--- src/rtl/cal_pkg.sv ---
// Shared types and constants for the calendar set-time controller.
package cal_pkg;

  localparam int TIME_W = 6;

  localparam logic [TIME_W-1:0] HOUR_MAX = 6'd23;
  localparam logic [TIME_W-1:0] MIN_MAX  = 6'd59;
  localparam logic [TIME_W-1:0] SEC_MAX  = 6'd59;

  typedef enum logic [2:0] {
    RUN     = 3'd0,
    SET_HR  = 3'd1,
    SET_MIN = 3'd2,
    SET_SEC = 3'd3,
    COMMIT  = 3'd4
  } cal_state_e;

  typedef enum logic [1:0] {
    FIELD_NONE = 2'd0,
    FIELD_HR   = 2'd1,
    FIELD_MIN  = 2'd2,
    FIELD_SEC  = 2'd3
  } cal_field_e;

  // Anything captured at or beyond the field maximum rolls to zero.
  function automatic logic [TIME_W-1:0] wrap_inc(input logic [TIME_W-1:0] val,
                                                 input logic [TIME_W-1:0] max_val);
    logic [TIME_W-1:0] res;
    if (val >= max_val) begin
      res = 6'd0;
    end else begin
      res = val + 6'd1;
    end
    return res;
  endfunction

  function automatic cal_field_e field_of(input cal_state_e st);
    cal_field_e res;
    case (st)
      SET_HR:  res = FIELD_HR;
      SET_MIN: res = FIELD_MIN;
      SET_SEC: res = FIELD_SEC;
      default: res = FIELD_NONE;
    endcase
    return res;
  endfunction

endpackage

--- src/rtl/cal_prescaler.sv ---
// Divide-by-DIV counter with synchronous clear/hold; wrap is high on the
// cycle the counter sits at DIV-1 (the caller registers it).
module cal_prescaler #(
  parameter int DIV = 4,
  parameter int W   = (DIV > 1) ? $clog2(DIV) : 1
) (
  input  logic CLK,
  input  logic RST,
  input  logic clr,
  output logic wrap
);

  localparam logic [W-1:0] TOP_C = W'(DIV - 1);

  logic [W-1:0] cnt_r;

  assign wrap = !clr && (cnt_r == TOP_C);

  // Count 0..DIV-1, held at zero while cleared.
  always_ff @(posedge CLK) begin
    if (RST) begin
      cnt_r <= {W{1'b0}};
    end else if (clr || wrap) begin
      cnt_r <= {W{1'b0}};
    end else begin
      cnt_r <= cnt_r + W'(1);
    end
  end

endmodule

--- src/rtl/calendar_set_ctrl.sv ---
// Set-time controller: 1 Hz tick prescaler, edit FSM with shadow fields and
// one-cycle parallel load. Optional edit-field blink via CAL_SET_CTRL_BLINK_EN.
module calendar_set_ctrl
  import cal_pkg::*;
#(
  parameter int TICK_DIV  = 50000000,
  parameter int BLINK_DIV = 12500000
) (
  input  logic              CLK,
  input  logic              RST,
  input  logic              Mode_btn,
  input  logic              Inc_btn,
  input  logic [TIME_W-1:0] Cur_hours,
  input  logic [TIME_W-1:0] Cur_mins,
  input  logic [TIME_W-1:0] Cur_secs,
  output logic              Tick_en,
  output logic              Load,
  output logic [TIME_W-1:0] Load_hours,
  output logic [TIME_W-1:0] Load_mins,
  output logic [TIME_W-1:0] Load_secs,
  output logic [1:0]        Set_field,
  output logic              Blink
);

  cal_state_e        state_r, state_nxt_s;
  cal_field_e        field_r;
  logic [TIME_W-1:0] hr_r, min_r, sec_r;
  logic [TIME_W-1:0] load_hr_r, load_min_r, load_sec_r;
  logic              tick_r, load_r;
  logic              tick_clr_s, tick_wrap_s;

  // Next-state decode.
  always_comb begin
    state_nxt_s = state_r;
    case (state_r)
      RUN: begin
        if (Mode_btn) state_nxt_s = SET_HR;
        else          state_nxt_s = RUN;
      end
      SET_HR: begin
        if (Mode_btn) state_nxt_s = SET_MIN;
        else          state_nxt_s = SET_HR;
      end
      SET_MIN: begin
        if (Mode_btn) state_nxt_s = SET_SEC;
        else          state_nxt_s = SET_MIN;
      end
      SET_SEC: begin
        if (Mode_btn) state_nxt_s = COMMIT;
        else          state_nxt_s = SET_SEC;
      end
      COMMIT:  state_nxt_s = RUN;
      default: state_nxt_s = RUN;
    endcase
  end

  // Hold the prescaler on both edges of an edit so no tick leaks out of RUN.
  assign tick_clr_s = (state_r != RUN) || (state_nxt_s != RUN);

  cal_prescaler #(.DIV(TICK_DIV)) u_tick_div (
    .CLK  (CLK),
    .RST  (RST),
    .clr  (tick_clr_s),
    .wrap (tick_wrap_s)
  );

  // State register and registered outputs, decoded from the next state.
  always_ff @(posedge CLK) begin
    if (RST) begin
      state_r    <= RUN;
      field_r    <= FIELD_NONE;
      tick_r     <= 1'b0;
      load_r     <= 1'b0;
      load_hr_r  <= 6'd0;
      load_min_r <= 6'd0;
      load_sec_r <= 6'd0;
    end else begin
      state_r <= state_nxt_s;
      field_r <= field_of(state_nxt_s);
      tick_r  <= tick_wrap_s;
      load_r  <= (state_nxt_s == COMMIT);
      if (state_nxt_s == COMMIT) begin
        load_hr_r  <= hr_r;
        load_min_r <= min_r;
        load_sec_r <= sec_r;
      end else begin
        load_hr_r  <= 6'd0;
        load_min_r <= 6'd0;
        load_sec_r <= 6'd0;
      end
    end
  end

  // Shadow fields: captured on entry to edit, bumped by Inc unless Mode also fires.
  always_ff @(posedge CLK) begin
    if (RST) begin
      hr_r  <= 6'd0;
      min_r <= 6'd0;
      sec_r <= 6'd0;
    end else if ((state_r == RUN) && Mode_btn) begin
      hr_r  <= Cur_hours;
      min_r <= Cur_mins;
      sec_r <= Cur_secs;
    end else if (Inc_btn && !Mode_btn) begin
      case (state_r)
        SET_HR:  hr_r  <= wrap_inc(hr_r, HOUR_MAX);
        SET_MIN: min_r <= wrap_inc(min_r, MIN_MAX);
        SET_SEC: sec_r <= wrap_inc(sec_r, SEC_MAX);
        default: begin
          hr_r  <= hr_r;
          min_r <= min_r;
          sec_r <= sec_r;
        end
      endcase
    end else begin
      hr_r  <= hr_r;
      min_r <= min_r;
      sec_r <= sec_r;
    end
  end

  assign Tick_en    = tick_r;
  assign Load       = load_r;
  assign Load_hours = load_hr_r;
  assign Load_mins  = load_min_r;
  assign Load_secs  = load_sec_r;
  assign Set_field  = field_r;

`ifdef CAL_SET_CTRL_BLINK_EN
  logic blink_r, blink_clr_s, blink_wrap_s;

  // Restart the blink phase on every entry into a SET state.
  assign blink_clr_s = (field_of(state_nxt_s) == FIELD_NONE) || (state_nxt_s != state_r);

  cal_prescaler #(.DIV(BLINK_DIV)) u_blink_div (
    .CLK  (CLK),
    .RST  (RST),
    .clr  (blink_clr_s),
    .wrap (blink_wrap_s)
  );

  // Blink phase toggles on each blink-counter wrap.
  always_ff @(posedge CLK) begin
    if (RST) begin
      blink_r <= 1'b0;
    end else if (blink_clr_s) begin
      blink_r <= 1'b0;
    end else if (blink_wrap_s) begin
      blink_r <= ~blink_r;
    end else begin
      blink_r <= blink_r;
    end
  end

  assign Blink = blink_r;
`else
  // No blink hardware in this build; BLINK_DIV is kept for a uniform parameter list.
  localparam bit BLINK_DIV_SET_C = (BLINK_DIV != 0);
  assign Blink = BLINK_DIV_SET_C & 1'b0;
`endif

endmodule

--- config.mk ---
export PLATFORM = sky130hd
export DESIGN_NAME = calendar_set_ctrl
export DESIGN_NICKNAME = d
export VERILOG_FILES = /design/src/rtl/cal_pkg.sv /design/src/rtl/cal_prescaler.sv /design/src/rtl/calendar_set_ctrl.sv
export SDC_FILE = /design/constraint.sdc
export NUM_CORES = 1
export LEC_CHECK = 0
export ABC_AREA = 1
export BUFFER_PORTS_ARGS = -buffer_cell sky130_fd_sc_hd__buf_2
export CAP_MARGIN = 10
export CELL_PAD_IN_SITES_DETAIL_PLACEMENT = 0
export CELL_PAD_IN_SITES_GLOBAL_PLACEMENT = 1
export CORE_MARGIN = 2
export CORE_UTILIZATION = 40
export CTS_BUF_LIST = sky130_fd_sc_hd__clkbuf_16
export CTS_CLUSTER_SIZE = 12
export DETAILED_ROUTE_END_ITERATION = 8
export HOLD_SLACK_MARGIN = 0.06
export MAX_ROUTING_LAYER = met4
export PLACE_DENSITY_LB_ADDON = 0.1
export SKIP_LAST_GASP = 1
export SYNTH_ARGS = -nofsm -noshare
export SYNTH_HDL_FRONTEND = slang
export SYNTH_HIERARCHICAL = 1
export SYNTH_SLANG_ARGS = --single-unit
export TNS_END_PERCENT = 5
--- constraint.sdc ---
create_clock -name CLK -period 2.2 [get_ports CLK]
set_clock_uncertainty 0.2 [all_clocks]
set_input_delay 0.11 -clock CLK [delete_from_list [all_inputs] [get_ports CLK]]
set_output_delay 0.11 -clock CLK [all_outputs]
set_load 0.01 [all_outputs]
; ---- Word level (Yosys, flattened, before mapping)
; Cells that the tools add are included.
[totals]
reg_bits = 69
in_bits = 22
out_inout_bits = 23
wordCells = 64
[op_classes]
n_addsub = 4
magnitude_cmp = 3
n_eq_ne = 8
muxes = 18
n_bitwise = 1
n_reduce_logical = 19
[ops]
columns = cell, n
row1 = $mux 6, 12
row2 = $add 26x1->26 const B, 1
row3 = $eq 26x26->1 const B, 1
row4 = $add 6x1->6 const B, 3
row5 = $eq 3x2->1 const B, 4
row6 = $ge 6x6->1 const B, 2
row7 = $pmux 3 s4, 1
row8 = $reduce_bool 2->1, 4
row9 = $eq 3x1->1 const B, 2
row10 = $ge 6x5->1 const B, 1
row11 = $pmux 2 s3, 1
row12 = $reduce_and 2->1, 3
row13 = $reduce_bool 3->1, 2
row14 = $reduce_or 2->1, 2
row15 = $eq 3x3->1 const B, 1
row16 = $logic_and 1x1->1, 3
row17 = $logic_not 3->1, 1
row18 = $mux 3, 1
row19 = $logic_not 1->1, 2
row20 = $logic_or 1x1->1, 2
row21 = $mux 1, 2
row22 = $mux 2, 1
row23 = $not 1->1, 1

; ---- Logic depth before layout (Yosys ltp)
[depth]
ltp_word = 8
ltp_mapped = 9
mapped_depth_nobuf = 9

; ---- By module
; The synthesis kept the hierarchy.
[by_module_without_submodules]
columns = module, n_inst, cells_each, area_per_inst_um2, seq_area_each_um2
row1 = calendar_set_ctrl, 1, 286, 1966.9, 860.8
row2 = cal_prescaler, 1, 227, 1412.6, 520.5

; ---- Least setup slack after synthesis
; Ideal clock, no wire load.
[synth_timing]
path_kind = reg-to-reg
startpoint = reg u_tick_div.cnt_r[0]
endpoint = reg u_tick_div.cnt_r[13]
setup_time_ns = 0.115
arrival_time_ns = 1.232
required_time_ns = 1.885
path_slack_ns = 0.654
path_stages_with_launch = 10
n_path_buf = 1
period_less_slack_ns = 1.546
path_cell_list = dfxtp_1 -> ha_1 -> nand2_1 -> nor2_4 -> nand2_1 -> nor2_1 -> nand2_1 -> nand2_4 -> buf_6 -> nor2_1
[synth_via]
elab_chain_cells = 4
word_cells_on_any_way = 5
cone_classes = add/sub: 1 / eq/ne: 1 / reduce/logical: 3
[synth_rtl]
columns = element, line_no
row1 = start: declaration, cal_prescaler.sv:15  ; logic [W-1:0] cnt_r;
row2 = start signal: assignment, cal_prescaler.sv:22  ; cnt_r <= {W{1'b0}};
row3 = start signal: assignment, cal_prescaler.sv:24  ; cnt_r <= {W{1'b0}};
row4 = start signal: assignment, cal_prescaler.sv:26  ; cnt_r <= cnt_r + W'(1);
row5 = branches (longest 4 deep; another with $add 26x1->26), --
; Parallel ways; which one is timed is not known.
; A chain may end at the register's enable or synchronous reset.

; ---- Worst setup path in the final report
[layout_timing]
startpoint = reg u_tick_div.cnt_r[0]
endpoint = reg u_tick_div.cnt_r[16]
; Same word-level chain as after synthesis.

==> out/qor.yml <==
vias: 3161
drc: 0
clockRootBuffer: "clkbuf_16"
ys_seq_area_frac: 0.4087
io_buffers: 43
htree_levels: 3
p_leak_nw: 1.791
crit_arrival_ns: 1.75
ys_warn_count: 6
grt_antenna_before_repair: 0
r2r_start: "u_tick_div/cnt_r[0]"
gp_congestion: 0.8062
hold_class: "primary input to flop"
drtIter0Drc: 72
grt_pass1_vias: 3092
powerDensity_mw_per_mm2: 725.4
status: "finished clean"
path_class: "flop to flop"
rsz0062_at_grt: "false"
core_sq_mm: 0.008217
dr.pass1.iters: 6
end_kind: "flop"
ir_drop_mv: 0.3798
die_area_sq_mm: 0.009200
fmax_mhz: 572.9
syn2layout_area_growth_pct: 23.25
grt_pass1_wl_mm: 13.78
cts_tree: "built"
drv_slew: 0
netlist_instances: 513
reg2reg_setup_slack_ns: 0.45
die_w_um: 95.92
post_cts_resized: 0
r2r_cells: 8
place_inst: 654
syn_area_sq_mm: 0.003379
postCtsSetupRepairBufs: 0
crit_path_end: "u_tick_div/cnt_r[16]"
cap_violations: 0
synth_cell_types: 27
synth.net_count: 539
timing.rr.end: "u_tick_div/cnt_r[16]"
die_y_um: 95.92
stdcell_count: 690
post-route-util: 0.5069
rows: 33
path_clk_slew_ns: 0.06
critical_path_required_ns: 2.20
startpoint: "u_tick_div/cnt_r[0]"
antenna_cells: 0
start_kind: "flop"
clock-sinks: 69
tns_ns: 0
grt_max_degree: 27
postSynthAreaPerCell_sq_um: 6.588
hpwl_mm: 5.713
finalCriticalPeriod_ns: 1.745
ys_seq_elements: 69
vias_per_cell: 4.581
worst-path-max-fanout: 26
cts_max_path_buffers: 2
hold_viol: 0
grt_usage: 0.1987
cts_buffers: 9
setup_viol: 0
drt_wl_total_mm: 7.951
worstHoldPathCells: 5
overflow: 0
start_util: 0.4113
min_period_over_period: 0.7934
fin_nets: 606
drive_gt1_frac: 0.1350
wl_per_cell_um: 11.52
io_pins: 45
clk_latency_ns: 0.33
ant_nets: 0
==> metrics by stage <==
step / total power, mW / setup slack, ns / instance area, sq um / hold slack, ns
6_report: 3.021 / 0.4546 / 4165 / 0.09065
5_1_grt: 3.166 / 0.2505 / 4165 / 0.1608
4_1_cts: 3.066 / 0.3903 / 4165 / 0.09605
3_5_place_dp: 1.576 / 0.4350 / 3665 / 0.1833
3_3_place_gp: 1.577 / 0.4994 / 3665 / 0.1716
2_1_floorplan: 1.517 / 0.6536 / 3379 / 0.05721
==> sequential cells by signal, summed over array words and instances, names as in the netlist <==
name and cells:
Tick_en 1, sec_r 6, Load_mins 6, Load_hours 6
Set_field 2, min_r 6, Load 1, u_tick_div/cnt_r 26
Load_secs 6, hr_r 6, state_r 3
==> layer usage <==
| metal | track usage | vias up | part of all wire | routed length [um] |
|---|---|---|---|---|
| met5 | - | - | 0 | 0 |
| met4 | 0.06429 | 0 | 0.0094 | 75 |
| met3 | 0.03759 | 6 | 0.031 | 243 |
| met2 | 0.3432 | 49 | 0.48 | 3855 |
| met1 | 0.2327 | 1394 | 0.48 | 3777 |
| li1 | - | 1712 | - | - |
==> worst min path at each step <==
stage / start / endpoint
2_1_floorplan: Cur_hours[5] / hr_r[5]
3_3_place_gp: Cur_hours[5] / hr_r[5]
3_5_place_dp: Cur_hours[5] / hr_r[5]
4_1_cts: Inc_btn / sec_r[4]
5_1_grt: Inc_btn / sec_r[4]
6_report: Inc_btn / sec_r[4]
==> power by group <==
part	leakage, nW	switching (mW)	internal (mW)
clock	0.138	0.566	0.881
sequential	0.560	0.0387	1.29
combinational	1.09	0.145	0.106
total	1.79	0.750	2.27
==> logic make-up (layout without fill, tap and decap cells) <==
logic type | Yosys count | count (layout) | share of synthesized area
other | 1 | 1 | 0.001110
flip-flops | 69 | 69 | 0.4087
XOR/XNOR | 11 | 11 | 0.02851
AO/OA/AOI/OAI | 40 | 40 | 0.06072
adder cells (fa/ha/maj) | 4 | 4 | 0.01481
AND/OR/NAND/NOR | 305 | 305 | 0.3813
buffers and inverters | 83 | 155 | 0.1048
==> layout by cell type, fill, tap and decap left out <==
master,synthesis,routed
nand4_1,4,4
dfxtp_1,69,69
nand3b_1,3,3
nand2_1,134,134
bufinv_16,0,1
clkinv_2,0,1
nand3_2,1,1
clkbuf_16,0,9
clkinvlp_4,0,3
a21oi_1,23,23
nor3_1,3,3
nor2_1,107,107
nand3_1,38,38
xnor2_1,3,3
buf_2,1,43
nor2_4,3,3
dlygate4sd3_1,0,20
o21bai_1,1,1
ha_1,4,4
inv_2,2,2
o21a_1,1,1
clkinv_4,0,1
o21ai_1,1,1
nor3_2,2,2
buf_4,1,2
o21ai_0,14,14
xor2_1,8,8
conb_1,1,1
inv_1,72,72
nor2_2,9,9
nand2_4,1,1
inv_6,0,1
==> layout make-up <==
cell class | count | area [sq um]
Inverter | 74 | 277.8
Fill cell | 873 | 4051
Clock inverter | 7 | 75.07
Multi-Input combinational cell | 361 | 1644
Clock buffer | 9 | 225.2
Sequential cell | 69 | 1381
Timing Repair Buffer | 65 | 430.4
Tap cell | 105 | 131.4
==> cell usage after synthesis, drive strengths merged <==
master,n,area share
a21oi,23,0.034
buf,7,0.020
clkbuf,2,0.0022
conb,1,0.0011
dfxtp,69,0.41
ha,4,0.015
inv,74,0.082
nand2,135,0.15
nand3,39,0.059
nand3b,3,0.0067
nand4,4,0.0074
nor2,119,0.15
nor3,5,0.010
o21a,1,0.0022
o21ai,15,0.022
o21bai,1,0.0022
xnor2,3,0.0078
xor2,8,0.021
==> worst max-delay path: stages, from the launching register on <==
cell and delay, ns:
dfxtp_1 0.35, ha_1 0.19, nand2_1 0.09, nor2_4 0.15
nand2_1 0.07, nor2_1 0.10, nand2_1 0.11, nand2_4 0.27
a21oi_1 0.08
==> what timing repair did <==
action	in CTS	in global routing
setup endpoints to repair	0	0
hold buffers	20	0
endpoints found under the hold margin	23	0
Power figures use the tool's default switching activity.
